### src/rtl/mem_read_arbiter.sv
// mem_read_arbiter: shares one Avalon-MM read master between N_REQ requesters.
// Round-robin grant, a single outstanding read, per-requester response strobe,
// and a read watchdog that turns a lost response into an error response.

// Per-requester response strobe. A separate register per lane keeps the
// routing decode local to each requester's output bit.
module mem_read_arbiter_lane #(
   parameter int GW   = 2,
   parameter int LANE = 0
) (
   input  logic          mem_clock,
   input  logic          mem_reset,
   input  logic          fire,
   input  logic [GW-1:0] sel,
   output logic          resp_valid
);

   // one-cycle strobe when the completing read belongs to this lane
   always_ff @(posedge mem_clock) begin
      if (mem_reset) resp_valid <= 1'b0;
      else           resp_valid <= fire && (sel == GW'(LANE));
   end

endmodule

module mem_read_arbiter #(
   parameter int N_REQ      = 4,
   parameter int ADDR_WIDTH = 32,
   parameter int DATA_WIDTH = 16,
   parameter int TIMEOUT    = 1024
) (
   input  logic                          mem_clock,
   input  logic                          mem_reset,
   input  logic [N_REQ-1:0]              req_valid,
   input  logic [N_REQ*ADDR_WIDTH-1:0]   req_addr,
   output logic [N_REQ-1:0]              resp_valid,
   output logic [DATA_WIDTH-1:0]         resp_data,
   output logic                          resp_error,
   output logic [$clog2(N_REQ)-1:0]      grant_id,
   output logic [ADDR_WIDTH-1:0]         mem_addr,
   output logic                          mem_read_enable,
   input  logic                          wait_request,
   input  logic                          mem_read_ready,
   input  logic [DATA_WIDTH-1:0]         mem_read_data,
   output logic                          timeout_flag
);

   localparam int GW    = $clog2(N_REQ);
   // watchdog counter only needs to reach TIMEOUT-1
   localparam int CW    = (TIMEOUT > 1) ? $clog2(TIMEOUT) : 1;
   localparam int TLAST = (TIMEOUT > 0) ? TIMEOUT - 1 : 0;

   typedef enum logic [1:0] {IDLE, ISSUE, WAIT_DATA, RESP} state_t;

   // arbitration result: whether anyone is requesting, and who wins
   typedef struct packed {
      logic          found;
      logic [GW-1:0] id;
   } pick_t;

   state_t                           state;
   logic [GW-1:0]                    rr_ptr;
   logic [CW-1:0]                    wd_cnt;
   logic [N_REQ-1:0][ADDR_WIDTH-1:0] addr_v;
   logic [GW:0]                      pos;
   pick_t                            pick;
   logic                             expire;
   logic                             fire;

   // packed view of the flattened address bus, requester i in row i
   assign addr_v = req_addr;

   // watchdog expiry is only meaningful when the watchdog is enabled
   assign expire = (TIMEOUT != 0) && (wd_cnt == CW'(TLAST));

   // a read completes on data or on expiry; data has priority in the FSM
   assign fire = (state == WAIT_DATA) && (mem_read_ready || expire);

   // round-robin search: walk offsets downward so the smallest offset from
   // rr_ptr is the last (winning) assignment
   always_comb begin
      pick = '0;
      pos  = '0;
      for (int k = N_REQ - 1; k >= 0; k--) begin
         pos = {1'b0, rr_ptr} + (GW+1)'(k);
         if (pos >= (GW+1)'(N_REQ)) pos = pos - (GW+1)'(N_REQ);
         if (req_valid[pos[GW-1:0]]) begin
            pick.found = 1'b1;
            pick.id    = pos[GW-1:0];
         end
      end
   end

   // control FSM with registered master-side and response-side outputs
   always_ff @(posedge mem_clock) begin
      if (mem_reset) begin
         state           <= IDLE;
         rr_ptr          <= '0;
         grant_id        <= '0;
         resp_data       <= '0;
         resp_error      <= 1'b0;
         mem_addr        <= '0;
         mem_read_enable <= 1'b0;
         timeout_flag    <= 1'b0;
         wd_cnt          <= '0;
      end else begin
         case (state)
            IDLE: begin
               if (pick.found) begin
                  grant_id        <= pick.id;
                  mem_addr        <= addr_v[pick.id];
                  mem_read_enable <= 1'b1;
                  state           <= ISSUE;
               end
            end
            ISSUE: begin
               // address and read stay put until the slave stops stalling
               if (!wait_request) begin
                  mem_read_enable <= 1'b0;
                  wd_cnt          <= '0;
                  state           <= WAIT_DATA;
               end
            end
            WAIT_DATA: begin
               if (mem_read_ready) begin
                  resp_data  <= mem_read_data;
                  resp_error <= 1'b0;
                  state      <= RESP;
               end else if (expire) begin
                  resp_data    <= '0;
                  resp_error   <= 1'b1;
                  timeout_flag <= 1'b1;
                  state        <= RESP;
               end else begin
                  wd_cnt <= wd_cnt + 1'b1;
               end
            end
            RESP: begin
               // strobe ends here; next search starts just past the winner
               resp_error <= 1'b0;
               rr_ptr     <= (grant_id == GW'(N_REQ - 1)) ? '0 : grant_id + 1'b1;
               state      <= IDLE;
            end
            default: state <= IDLE;
         endcase
      end
   end

   for (genvar i = 0; i < N_REQ; i++) begin : g_lane
      mem_read_arbiter_lane #(
         .GW   (GW),
         .LANE (i)
      ) u_lane (
         .mem_clock  (mem_clock),
         .mem_reset  (mem_reset),
         .fire       (fire),
         .sel        (grant_id),
         .resp_valid (resp_valid[i])
      );
   end

endmodule
### config.mk
export PLATFORM = sky130hd
export DESIGN_NAME = mem_read_arbiter
export DESIGN_NICKNAME = d
export VERILOG_FILES = /design/src/rtl/mem_read_arbiter.sv
export SDC_FILE = /design/constraint.sdc
export NUM_CORES = 1
export LEC_CHECK = 0
export BUFFER_PORTS_ARGS = -buffer_cell sky130_fd_sc_hd__clkbuf_2
export CORE_AREA = 2 2 96 98
export CTS_CLUSTER_SIZE = 14
export DETAILED_ROUTE_END_ITERATION = 10
export DIE_AREA = 0 0 98 100
export PLACE_DENSITY = 0.79
export SLEW_MARGIN = 15
export SYNTH_ARGS = -nofsm -noshare
export SYNTH_HDL_FRONTEND = slang
export SYNTH_SLANG_ARGS = --single-unit
### constraint.sdc
create_clock -name mem_clock -period 2.5 [get_ports mem_clock]
set_input_delay 0 -clock mem_clock [delete_from_list [all_inputs] [get_ports mem_clock]]
set_output_delay 0 -clock mem_clock [all_outputs]
set_load 0.02 [all_outputs]
==> impl_metrics.tcl, run 1 <==
set metrics [dict create \
    rows 35 \
    post_cts_buffers 0 \
    syn-instance-count 357 \
    port-buffer-count 208 \
    syn_nets 518 \
    numCtsBuffers 9 \
    synth_top_area_share 0.372 \
    clkSinkCount 71 \
    seq_area_frac_synth 0.372 \
    synth_edf_count 0 \
    die_w_um 98 \
    synth_area_um2 3820 \
    ioPinCount 209 \
    die_y_um 100 \
    h-tree-depth 3 \
    stop_stage "clock tree synthesis" \
    yosysTopAreaCell "dfxtp_1" \
    initial_core_util 0.430 \
    dp_hpwl_um 8110 \
    dpl_cell_area_um2 4840 \
    cts-resized-gates 0 \
    cts_hold_buf 134 \
    ys.flop_type "dfxtp_1" \
    status "aborted with a tool error" \
    ys_seq_elements 71 \
    ys.warnings.count 0 \
    yosysUniqueCellTypes 45 \
    ys_async_sr_fraction 0 \
    cts_buffer_depth 2 \
    avgSynthCellArea_um2 10.7 \
    root_buffer "clkbuf_8" \
    synth_area_leaders "dfxtp_1 (37%), mux2i_1 (18%), o221ai_2 (12%), nand2_1 (3.9%), a22o_1 (3.7%)" \
    routabilityCongestion 0.816 \
    firstError "[ERROR RSZ-0060] Max buffer count reached." \
]
[Yosys cell counts, drive strengths merged (2+ instances only)]
cell type	number
dfxtp	71
mux2i	70
nand2	42
o221ai	32
buf	24
nor2	20
a22o	16
a21oi	14
ha	9
inv	8
xnor2	8
nand2b	7
and2	5
clkbuf	4
nand3	3
a211oi	2
nand4	2
nand4b	2
o211ai	2
[through the flow]
| step | setup WS (ns) | std cells | utilization | hold WS (ns) |
|---|---|---|---|---|
| after detailed placement | 0.410 | 654 | 0.545 | 0.219 |
| after global placement | 0.475 | 654 | 0.545 | 0.209 |
| after floorplan | 0.747 | 357 | - | 0.126 |
[cells by family after synthesis]
logic type | share of synthesized area
buf+inv | 0.0743
simple gates | 0.106
compound gates | 0.217
flops | 0.372
fa+ha+maj | 0.0295
xor+xnor | 0.0183
mux | 0.183
==> run 2, diff against run 1 <==
--- a/config.mk
+++ b/config.mk
@@ -6,11 +6,10 @@
 export NUM_CORES = 1
 export LEC_CHECK = 0
 export BUFFER_PORTS_ARGS = -buffer_cell sky130_fd_sc_hd__clkbuf_2
-export CORE_AREA = 2 2 96 98
-export CTS_CLUSTER_SIZE = 14
+export CORE_AREA = 2 2 101 103
 export DETAILED_ROUTE_END_ITERATION = 10
-export DIE_AREA = 0 0 98 100
-export PLACE_DENSITY = 0.79
+export DIE_AREA = 0 0 103 105
+export PLACE_DENSITY_LB_ADDON = 0.15
 export SLEW_MARGIN = 15
 export SYNTH_ARGS = -nofsm -noshare
 export SYNTH_HDL_FRONTEND = slang
==> impl_metrics.tcl, run 2 <==
set metrics [dict create \
    status "finished, final reports clean" \
    cp_num_cells 8 \
    drc 0 \
    yosysUniqueCellTypes 45 \
    drt_wl_total_um 13600 \
    initial_core_util 0.397 \
    ys_top_cells_by_count "dfxtp_1 (71), mux2i_1 (70), nand2_1 (40)" \
    cts_tree "done" \
    numCtsBuffers 9 \
    largest_reg_flops 32 \
    syn2layout_area_growth_pct 69.3 \
    pre_cts_slack_ns 0.474 \
    drt_iter0_drc 105 \
    crit_family "buffers and inverters" \
    synthAdderAreaFrac 0.0295 \
    grt_setup_unrepaired "no" \
    ys_seq_elements 71 \
    grt_max_degree 49 \
    cts_buffer_depth 2 \
    crit_path_frequent_cell "nand2_2" \
    fmax_mhz 433 \
    n_antenna_cell 0 \
    slew_headroom 0.312 \
    hold_viol_final 0 \
    fillers 725 \
    setup-tns-final_ns 0 \
    leakage_uw 0.00293 \
    seq_area_frac_synth 0.372 \
    routed_via_density 5.01 \
    track_usage 0.247 \
    critPathRequiredTime_ns 2.72 \
    crit_type "reg -> reg" \
    endpoint_kind "flop" \
    die_w_um 103 \
    dp.cells 676 \
    synth_compound_area_frac 0.217 \
    ys.flop_type "dfxtp_1" \
    hold_path.class "in -> reg" \
    arrival_ns 2.53 \
    reg2reg_depth 8 \
    peakVddDrop_mv 0.388 \
    path_buf_inv 3 \
    root_buffer "clkbuf_8" \
    via_count 4145 \
    drv_cap 0 \
    finish.utilization 0.671 \
    synth-xor-area-share 0.0183 \
    wl_per_cell_um 16.5 \
    ioPinCount 209 \
    path_cells "inv_1, ha_1, nand2_2, nor2_1, nand2_2, buf_6, o221ai_1, dlygate4sd3_1" \
    top_regs "mem_addr (32), resp_data (16), wd_cnt (10)" \
    avgSynthCellArea_um2 10.7 \
    swShare 0.370 \
    cp_slowest_stage_delay_ns 0.59 \
    top_register "mem_addr" \
    synth_area_um2 3820 \
    synth_top_area_share 0.372 \
    synthMuxAreaShare 0.183 \
    final_common_cell "clkbuf_2" \
    multi_input_area_um2 2130 \
    combPwrFrac 0.430 \
    worstSetupStartpointType "flop" \
    core_um2 9640 \
    dpl_cell_area_um2 4870 \
    overflow 0 \
    p_clk_frac 0.229 \
    fin_crit_sh 0.924 \
    routabilityCongestion 0.749 \
    synth_most_common_cell "dfxtp_1" \
    synth_top_family_by_area "compound AO/OA/AOI/OAI gates" \
    clk_pin_slew_ns 0.07 \
    min_period_ns 2.31 \
    grt_pass1_vias 4462 \
    power_switching_uw 1630 \
    synthSimpleGateAreaFrac 0.106 \
    syn-instance-count 357 \
    rows 36 \
    layout_setup_ws_ns 0.191 \
    antenna_found_initial 0 \
    skew_ns 0.0154 \
    ys_async_sr_fraction 0 \
    insertion_delay_ns 0.34 \
    holdPathStages 3 \
    grt_pass1_wl_um 21000 \
    dp_hpwl_um 7900 \
    syn_nets 518 \
    port-buffer-count 208 \
    drive_gt1_frac 0.387 \
    p_per_area_nw_per_um2 682 \
    h-tree-depth 3 \
    seqPwrFrac 0.341 \
    worst_slew_pin_slew_ns 1.03 \
    final_area_um2 6470 \
    die_area_um2 10800 \
    synth_edf_count 0 \
    ys.warnings.count 0 \
    ff_latch_area_um2 1420 \
    final_cell_mix "clkbuf_2 (208), dlygate4sd3_1 (137), mux2i_1 (70), dfxtp_1 (70), nand2_1 (40)" \
    fin_nets 852 \
    power.internal_uw 2780 \
    synth_area_leaders "dfxtp_1 (37%), mux2i_1 (18%), o221ai_2 (12%), nand2_1 (3.9%), a22o_1 (3.7%)" \
    dr.pass1.iters 4 \
    ant_nets 0 \
    setup_viol 0 \
    cp_slowest_cell "dlygate4sd3_1" \
    die_y_um 105 \
    slew_viol_final 0 \
    clkSinkCount 71 \
    yosysTopAreaCell "dfxtp_1" \
    cp_max_fo 32 \
    final_cells 828 \
]
run 2: metrics by stage:
stage / total power [uW] / hold slack, ns
global route: 4680 / 0.0266
detailed placement: 3210 / 0.216
floorplan: 2710 / 0.126
global placement: 3190 / 0.209
finish: 4410 / 0.0258
CTS: 4420 / 0.0000657
run 2: repair_timing:
| item | in CTS | in global routing |
|---|---|---|
| endpoints found under the hold margin | 50 | 0 |
| resized for setup | 0 | 5 |
| setup endpoints to repair | 0 | 1 |
| hold buffers | 137 | 0 |
| buffers inserted | 0 | 0 |
run 2: cell families (layout without fill, tap and decap cells):
family	after synthesis	count (layout)
AND/OR/NAND/NOR	86	86
buffers and inverters	36	374
AO/OA/AOI/OAI	77	77
XOR/XNOR	8	8
multiplexers	70	70
flip-flops	71	71
adder cells (fa/ha/maj)	9	9
run 2: per-layer routing:
metal | global-route usage | wire (um) | up-vias
met5 | 0 | 0 | -
met3 | 0.0682 | 1080 | 74
met2 | 0.418 | 6600 | 212
met1 | 0.259 | 5100 | 1878
li1 | - | - | 1981
met4 | 0.170 | 848 | 0
run 2: layout make-up:
cell class              instances  share of cell area
inverters                       8             0.00464
clock buffers                  12              0.0224
clock inverters                 3              0.0104
repair buffers                351               0.388
flip-flops and latches         71               0.220
well taps                     133              0.0257
multi-input cells             250               0.329
run 2: worst paths after layout:
| kind | slack (ns) | from | end |
|---|---|---|---|
| max | 0.19 | state[0] | mem_addr[6] |
| min reg2reg | 0.46 | timeout_flag | timeout_flag |
| max reg2reg | 0.19 | state[0] | mem_addr[6] |
| min | 0.03 | req_addr[97] | mem_addr[1] |
run 2: power groups by stage:
stage	combinational, uW	sequential [uW]	clock [uW]
2_1_floorplan	950	1760	0
3_3_place_gp	1670	1520	0
3_5_place_dp	1690	1520	0
4_1_cts	1870	1500	1050
5_1_grt	2050	1530	1100
6_report	1900	1500	1010
run 2: tightest hold or removal path, stage by stage:
cell	delay (ns)
clkbuf_2	0.09
mux2i_1	0.07
o221ai_2	0.15
No activity file was read; power rests on OpenSTA's default activity.
==> run 3, diff against run 2 <==
--- a/config.mk
+++ b/config.mk
@@ -5,10 +5,11 @@
 export SDC_FILE = /design/constraint.sdc
 export NUM_CORES = 1
 export LEC_CHECK = 0
+export ABC_AREA = 1
 export BUFFER_PORTS_ARGS = -buffer_cell sky130_fd_sc_hd__clkbuf_2
-export CORE_AREA = 2 2 101 103
+export CORE_AREA = 2 2 105 107
 export DETAILED_ROUTE_END_ITERATION = 10
-export DIE_AREA = 0 0 103 105
+export DIE_AREA = 0 0 107 109
 export PLACE_DENSITY_LB_ADDON = 0.15
 export SLEW_MARGIN = 15
 export SYNTH_ARGS = -nofsm -noshare
==> constraint.sdc (replaced) <==
create_clock -name mem_clock -period 2 [get_ports mem_clock]
set_input_delay 0 -clock mem_clock [delete_from_list [all_inputs] [get_ports mem_clock]]
set_output_delay 0 -clock mem_clock [all_outputs]
set_load 0.02 [all_outputs]
==> impl_metrics.tcl, run 3 <==
set metrics [dict create \
    status "finished, final reports clean" \
    worstSetupStartpointType "flop" \
    drt_wl_total_um 14800 \
    yosysTopAreaCell "dfxtp_1" \
    setup-tns-final_ns 0 \
    min_period_ns 1.85 \
    hold_viol_final 0 \
    routed_via_density 4.97 \
    rows 38 \
    final_common_cell "clkbuf_2" \
    routabilityCongestion 0.836 \
    syn-instance-count 637 \
    slew_viol_final 0 \
    initial_core_util 0.387 \
    synth_most_common_cell "nand2_1" \
    top_regs "mem_addr (32), resp_data (16), wd_cnt (10)" \
    drt_iter0_drc 351 \
    setup_viol 0 \
    final_cell_mix "clkbuf_2 (208), nand2_1 (188), nand3_1 (101)" \
    ff_latch_area_um2 1430 \
    root_buffer "clkbuf_8" \
    leakage_uw 0.00333 \
    numCtsBuffers 9 \
    grt_max_degree 43 \
    grt_setup_unrepaired "yes" \
    wl_per_cell_um 13.6 \
    insertion_delay_ns 0.35 \
    fin_crit_sh 0.923 \
    cts_buffer_depth 2 \
    p_per_area_nw_per_um2 1240 \
    clkSinkCount 71 \
    crit_family "simple AND/OR/NAND/NOR gates" \
    port-buffer-count 208 \
    grt_pass1_wl_um 23000 \
    cp_slowest_cell "dfxtp_4" \
    synth_area_um2 4110 \
    path_buf_inv 4 \
    syn_nets 798 \
    dr.pass1.iters 5 \
    critPathRequiredTime_ns 2.24 \
    ant_nets 0 \
    synth_top_area_share 0.346 \
    arrival_ns 2.08 \
    peakVddDrop_mv 0.668 \
    pre_cts_slack_ns -0.106 \
    endpoint_kind "flop" \
    track_usage 0.242 \
    synth_area_leaders "dfxtp_1 (35%), nand2_1 (17%), nand3_1 (12%), a21oi_1 (7.7%), nor2_1 (5.9%)" \
    largest_reg_flops 32 \
    cp_slowest_stage_delay_ns 0.41 \
    fillers 958 \
    top_register "mem_addr" \
    die_area_um2 11700 \
    yosysUniqueCellTypes 32 \
    ys_seq_elements 71 \
    via_count 5421 \
    grt_pass1_vias 5322 \
    drive_gt1_frac 0.302 \
    skew_ns 0.0136 \
    die_w_um 107 \
    overflow 0 \
    fin_nets 1107 \
    clk_pin_slew_ns 0.09 \
    final_cells 1091 \
    avgSynthCellArea_um2 6.45 \
    cp_max_fo 14 \
    drc 0 \
    n_antenna_cell 0 \
    dp_hpwl_um 9570 \
    ys_async_sr_fraction 0 \
    antenna_found_initial 0 \
    crit_type "reg -> reg" \
    die_y_um 109 \
    slew_headroom 0.576 \
    crit_path_frequent_cell "nand2_1" \
    drv_cap 0 \
    syn2layout_area_growth_pct 62.2 \
    ioPinCount 209 \
    ys.warnings.count 0 \
    path_cells "inv_2, nand2_1, nand3_1, buf_4, nand3_2, nand2_1, nand2_1, nand2_4, inv_4, buf_6, nand3_1, nand2_1, a21oi_1" \
    worst_slew_pin_slew_ns 0.635 \
    hold_path.class "in -> reg" \
    h-tree-depth 3 \
    ys_top_cells_by_count "nand2_1 (190), nand3_1 (102), dfxtp_1 (71)" \
    multi_input_area_um2 2330 \
    ys.flop_type "dfxtp_1" \
    synth_edf_count 0 \
    layout_setup_ws_ns 0.155 \
    core_um2 10600 \
    seq_area_frac_synth 0.346 \
    cts_tree "done" \
    fmax_mhz 542 \
    dp.cells 968 \
]
run 3: cell types whose count changed in the layout (fill, tap and decap cells not counted), moves of 16 or more:
cell	change
o221ai_2	-31
nand2_1	+148
dlygate4sd3_1	-38
nand3_1	+98
o21ai_0	+17
a21oi_1	+50
a22o_1	-16
mux2i_1	-70
nor2_1	+45
buf_4	+21
inv_1	+23
run 3: worst paths after layout:
kind                 from            to  slack [ns]  cells past startpoint
max reg2reg     rr_ptr[0]   mem_addr[2]        0.15                     13
min reg2reg  timeout_flag  timeout_flag        0.46                      2
max             rr_ptr[0]   mem_addr[2]        0.15                     13
min          req_addr[37]   mem_addr[5]       0.008                      5
run 3: kinds of logic after synthesis:
| logic type | Yosys count | share of synthesized area |
|---|---|---|
| compound gates | 97 | 0.132 |
| simple gates | 376 | 0.393 |
| fa+ha+maj | 9 | 0.0274 |
| xor+xnor | 2 | 0.00427 |
| flops | 71 | 0.346 |
| buf+inv | 82 | 0.0972 |
run 3: layout make-up:
| cell class | count | area share |
|---|---|---|
| well taps | 140 | 0.0263 |
| multi-input cells | 487 | 0.350 |
| clock inverters | 7 | 0.0154 |
| clock buffers | 9 | 0.0186 |
| flip-flops and latches | 71 | 0.214 |
| repair buffers | 339 | 0.353 |
| inverters | 38 | 0.0222 |
run 3: metrics by stage:
step	area, um2	total power, uW	hold WS, ns	utilization
after floorplan	4110	5110	0.136	-
after global placement	5330	6420	0.223	0.503
after detailed placement	5330	6510	0.239	0.503
after CTS	6560	8030	0.000627	0.618
after global routing	6660	8900	0.0195	0.628
final	6660	8270	0.00799	0.628
run 3: power breakdown:
| part | internal (uW) | switching, uW | total, uW |
|---|---|---|---|
| Combinational | 1850 | 2930 | 4780 |
| Sequential | 1860 | 286 | 2150 |
| Clock | 721 | 624 | 1340 |
run 3: what timing repair did:
action / CTS / global route
gates resized for setup: 2 / 12
hold endpoints to repair: 43 / 0
pin swaps: 0 / 4
hold buffers: 99 / 0
endpoints found under the setup margin: 34 / 38
setup buffers: 0 / 5
cloned: 0 / 3
run 3: routing by layer:
metal / routed length, um / GRT usage / vias to the layer above
met5: 0 / 0 / -
met4: 601 / 0.125 / 0
met3: 984 / 0.0532 / 59
met2: 7400 / 0.436 / 258
met1: 5840 / 0.266 / 2414
li1: - / - / 2690
run 3: worst register-to-register path, delay by kind of cell (launching register included):
family / cells / cell delay [ns]
AOI/OAI and AO/OA: 1 / 0.05
buffers and inverters: 4 / 0.56
and+or+nand+nor: 8 / 0.71
DFF: 1 / 0.41
